$ cat config.mk
export PLATFORM = sky130hd
export DESIGN_NAME = led_counter_top
export DESIGN_NICKNAME = d
export VERILOG_FILES = /design/src/rtl/led_counter_top.sv
export SDC_FILE = /design/constraint.sdc
export NUM_CORES = 1
export LEC_CHECK = 0
export CAP_MARGIN = 25
export CORE_AREA = 2 2 39 41
export DETAILED_ROUTE_END_ITERATION = 8
export DIE_AREA = 0 0 41 43
export DONT_BUFFER_PORTS = 1
export SLEW_MARGIN = 20
export SYNTH_ARGS = -nofsm -noshare
export SYNTH_HDL_FRONTEND = slang
export SYNTH_SLANG_ARGS = --single-unit
$ cat constraint.sdc
create_clock -name clk -period 1.85 [get_ports clk]
set_clock_uncertainty 0.05 [all_clocks]
set_input_delay 0.185 -clock clk [delete_from_list [all_inputs] [get_ports clk]]
set_output_delay 0.185 -clock clk [all_outputs]
set_load 0.05 [all_outputs]
$ cat src/rtl/led_counter_top.sv
// Up/down LED counter: synchronised enable/dir, prescaled step every DIV cycles, leds driven from the count register.
// First step lands DIV+2 edges after enable is sampled; there is no handshake or backpressure, so leds is valid every cycle.
module led_counter_top #(
  parameter int WIDTH = 4,
  parameter int DIV   = 5
) (
  input  logic             clk,
  input  logic             reset,
  input  logic             enable,
  input  logic             dir,
  output logic [WIDTH-1:0] leds
);

  localparam int            PW       = (DIV > 1) ? $clog2(DIV) : 1;
  localparam logic [PW-1:0] PRE_LAST = PW'(DIV - 1);

  logic             en_m_q, en_m_d;
  logic             en_s_q, en_s_d;
  logic             dir_m_q, dir_m_d;
  logic             dir_s_q, dir_s_d;
  logic [PW-1:0]    pre_q, pre_d;
  logic [WIDTH-1:0] cnt_q, cnt_d;
  logic             tick;

  always_comb begin
    en_m_d  = enable;
    en_s_d  = en_m_q;
    dir_m_d = dir;
    dir_s_d = dir_m_q;

    // For DIV=1 PRE_LAST is 0 and pre never leaves 0, so tick follows en_s.
    tick = en_s_q && (pre_q == PRE_LAST);

    pre_d = '0;
    if (en_s_q && (pre_q != PRE_LAST)) begin
      pre_d = pre_q + PW'(1);
    end

    cnt_d = cnt_q;
    if (tick) begin
      cnt_d = dir_s_q ? (cnt_q + WIDTH'(1)) : (cnt_q - WIDTH'(1));
    end
  end

  always_ff @(posedge clk or negedge reset) begin
    if (!reset) begin
      en_m_q  <= 1'b0;
      en_s_q  <= 1'b0;
      dir_m_q <= 1'b0;
      dir_s_q <= 1'b0;
      pre_q   <= '0;
      cnt_q   <= '0;
    end else begin
      en_m_q  <= en_m_d;
      en_s_q  <= en_s_d;
      dir_m_q <= dir_m_d;
      dir_s_q <= dir_s_d;
      pre_q   <= pre_d;
      cnt_q   <= cnt_d;
    end
  end

  assign leds = cnt_q;

endmodule

==> impl_metrics.json <==
{
  "dieArea_um2": 1763,
  "clkSinkCount": 11,
  "dr_total_vias": 293,
  "hold_slack_ns": 0.2538,
  "syn_nets": 46,
  "path_cells": "inv_1 > ha_1 > a21oi_1 > and3_1 > o21bai_2 > xnor2_1",
  "drt-initial-drc-count": 1,
  "num_rows": 14,
  "clk_pin_slew_ns": 0.07,
  "fin_crit_ns": 1.575,
  "crit_family": "flip-flops",
  "postSynthCellCount": 37,
  "p_leak_nw": 0.2746,
  "stdcell_area_um2": 580.6,
  "cts-htree-levels": 1,
  "drc": 0,
  "setup_slack_ns": 0.2748,
  "cpPeakStageDelay_ns": 0.36,
  "grt_max_degree": 12,
  "slew_headroom_pct": 67.04,
  "area_growth_syn_to_layout_pct": 20.52,
  "ant_nets": 0,
  "syn-cell-area_um2": 481.7,
  "top_usage_layer": "met2",
  "fmax_ghz": 0.6348,
  "max_cap_viol_count": 0,
  "drt-total-wl_um": 739,
  "grt_pass1_wl_um": 1373,
  "startpoint_type": "register",
  "place.gp.congestion": 0.7001,
  "critPathKind": "reg -> reg",
  "track_usage_pct": 12.32,
  "synth_cell_type_count": 16,
  "vias_per_cell": 4.651,
  "fillers": 128,
  "status": "completed",
  "critPathSlowestCell": "dfrtp_1",
  "ir_drop_mv": 0.6188,
  "setup_viol": 0,
  "yosysWarnings": 0,
  "worstHoldPathType": "in -> async",
  "dpl_worst_slack_ns": 0.3112,
  "period_share_pct": 85.15,
  "synth-seq-area-share_pct": 57.14,
  "end_kind": "register",
  "post-route-util_pct": 41.95,
  "seq_area_um2": 275.3,
  "grt_use_met3_pct": 3.665,
  "cp_num_buf_inv": 1,
  "cp.arrival_ns": 1.66,
  "io_pins": 8,
  "placedInstanceArea_um2": 524.3,
  "dp_hpwl_um": 584.3,
  "finalSetupTns_ns": 0,
  "antenna_found_initial": 0,
  "clk_path_buf_depth": 2,
  "grt_pass1_vias": 327,
  "start_util_pct": 34.81,
  "cts_made_buffers": 3,
  "root_buffer": "clkbuf_4",
  "grt_util_met2_pct": 18.13,
  "grt_overflow_total": 0,
  "clock_latency_ns": 0.26,
  "synth_seq_cells": 11,
  "gr-usage-met1_pct": 13.84,
  "core_um2": 1384,
  "wl_per_cell_um": 11.73,
  "die_height_um": 43,
  "first_pass_iters": 2,
  "die_w_um": 41,
  "final_nets": 57,
  "critPathRequiredTime_ns": 1.93,
  "worst_slew_pin_slew_ns": 0.4943,
  "cts_tree": "built",
  "num_antenna_cells": 0,
  "rsz0062_at_grt": "no",
  "post_synth.cell_area_avg_um2": 13.02,
  "multi_input_area_um2": 195.2,
  "io_buffers": 0,
  "p_per_area_nw_per_um2": 1409,
  "finalHoldViolCount": 0,
  "path_max_fanout": 5,
  "drv_slew": 0,
  "drive_gt1_share_pct": 19.15
}
[metrics by stage]
step	total power, mW	std cells
2_1_floorplan	0.5793	37
3_3_place_gp	0.6403	56
3_5_place_dp	0.6618	56
4_1_cts	0.8297	63
5_1_grt	0.8787	63
6_report	0.8181	63
[Yosys cell counts]
master,instances,share of area (%)
dfrtp_1,11,57
ha_1,4,10
and3_1,3,3.9
inv_1,3,2.3
xnor2_1,3,5.5
a21oi_1,2,2.1
nand2_1,2,1.6
fa_1,1,4.2
mux2_2,1,2.3
mux2i_1,1,2.1
nand3_1,1,1.0
nand3_2,1,2.1
nor2_1,1,0.78
nor2b_1,1,1.3
o21ai_0,1,1.0
o21bai_2,1,2.3
[logic make-up after synthesis]
group,count (synthesis),share of synthesized area (%)
AOI/OAI and AO/OA,4,5.453
xor gates and xnor gates,3,5.456
adders and majority gates,5,14.55
buffers and inverters,3,2.337
DFF,11,57.14
muxes,2,4.416
and+or+nand+nor,9,10.65
[cells in the final DEF (no fill, tap or decap), types with 2 or more instances in the layout]
master | netlist | layout
a21oi_1 | 2 | 2
and3_1 | 3 | 3
buf_4 | 0 | 3
clkbuf_4 | 0 | 3
dfrtp_1 | 11 | 11
dlygate4sd3_1 | 0 | 3
ha_1 | 4 | 4
inv_1 | 3 | 3
nand2_1 | 2 | 2
xnor2_1 | 3 | 3
[sequential cells by signal (all words and copies together) (netlist names)]
name	flops
leds	4
pre_q	3
dir_m_q	1
dir_s_q	1
en_m_q	1
en_s_q	1
[path summary, 6_finish.rpt]
| kind | depth (start not counted) | to | from | slack (ns) |
|---|---|---|---|---|
| worst max-delay path | 6 | leds[3] | dir_s_q | 0.27 |
| worst min-delay path | 1 | dir_s_q | reset | 0.25 |
| worst max register to register | 6 | leds[3] | dir_s_q | 0.27 |
| worst min register to register | 0 | dir_s_q | dir_m_q | 0.31 |
| max in group asynchronous | 1 | en_s_q | reset | 1.19 |
| min in group clk | 0 | dir_s_q | dir_m_q | 0.31 |
[where the power goes]
group / total (mW) / internal (mW) / switching [mW]
Clock: 0.156 / 0.0833 / 0.0725
Sequential: 0.367 / 0.287 / 0.0801
Combinational: 0.295 / 0.112 / 0.183
[routing by layer]
| layer | up-vias | share of wire, % |
|---|---|---|
| li1 | 142 | - |
| met1 | 138 | 42 |
| met2 | 9 | 47 |
| met3 | 4 | 6.9 |
| met4 | 0 | 3.4 |
| met5 | - | 0 |
[area by class of cell]
type | count | share of cell area [%]
Multi-Input combinational cell | 23 | 33.62
Sequential cell | 11 | 47.41
Inverter | 3 | 1.940
Clock buffer | 4 | 4.526
Tap cell | 16 | 3.448
Timing Repair Buffer | 6 | 9.052
[timing repair]
action / 4_1_cts / 5_1_grt
hold buffers: 3 / 0
endpoints found under the hold margin: 13 / 0
buffers inserted: 0 / 0
resized for setup: 0 / 0
Note: power is estimated with default switching activity, not from simulation.
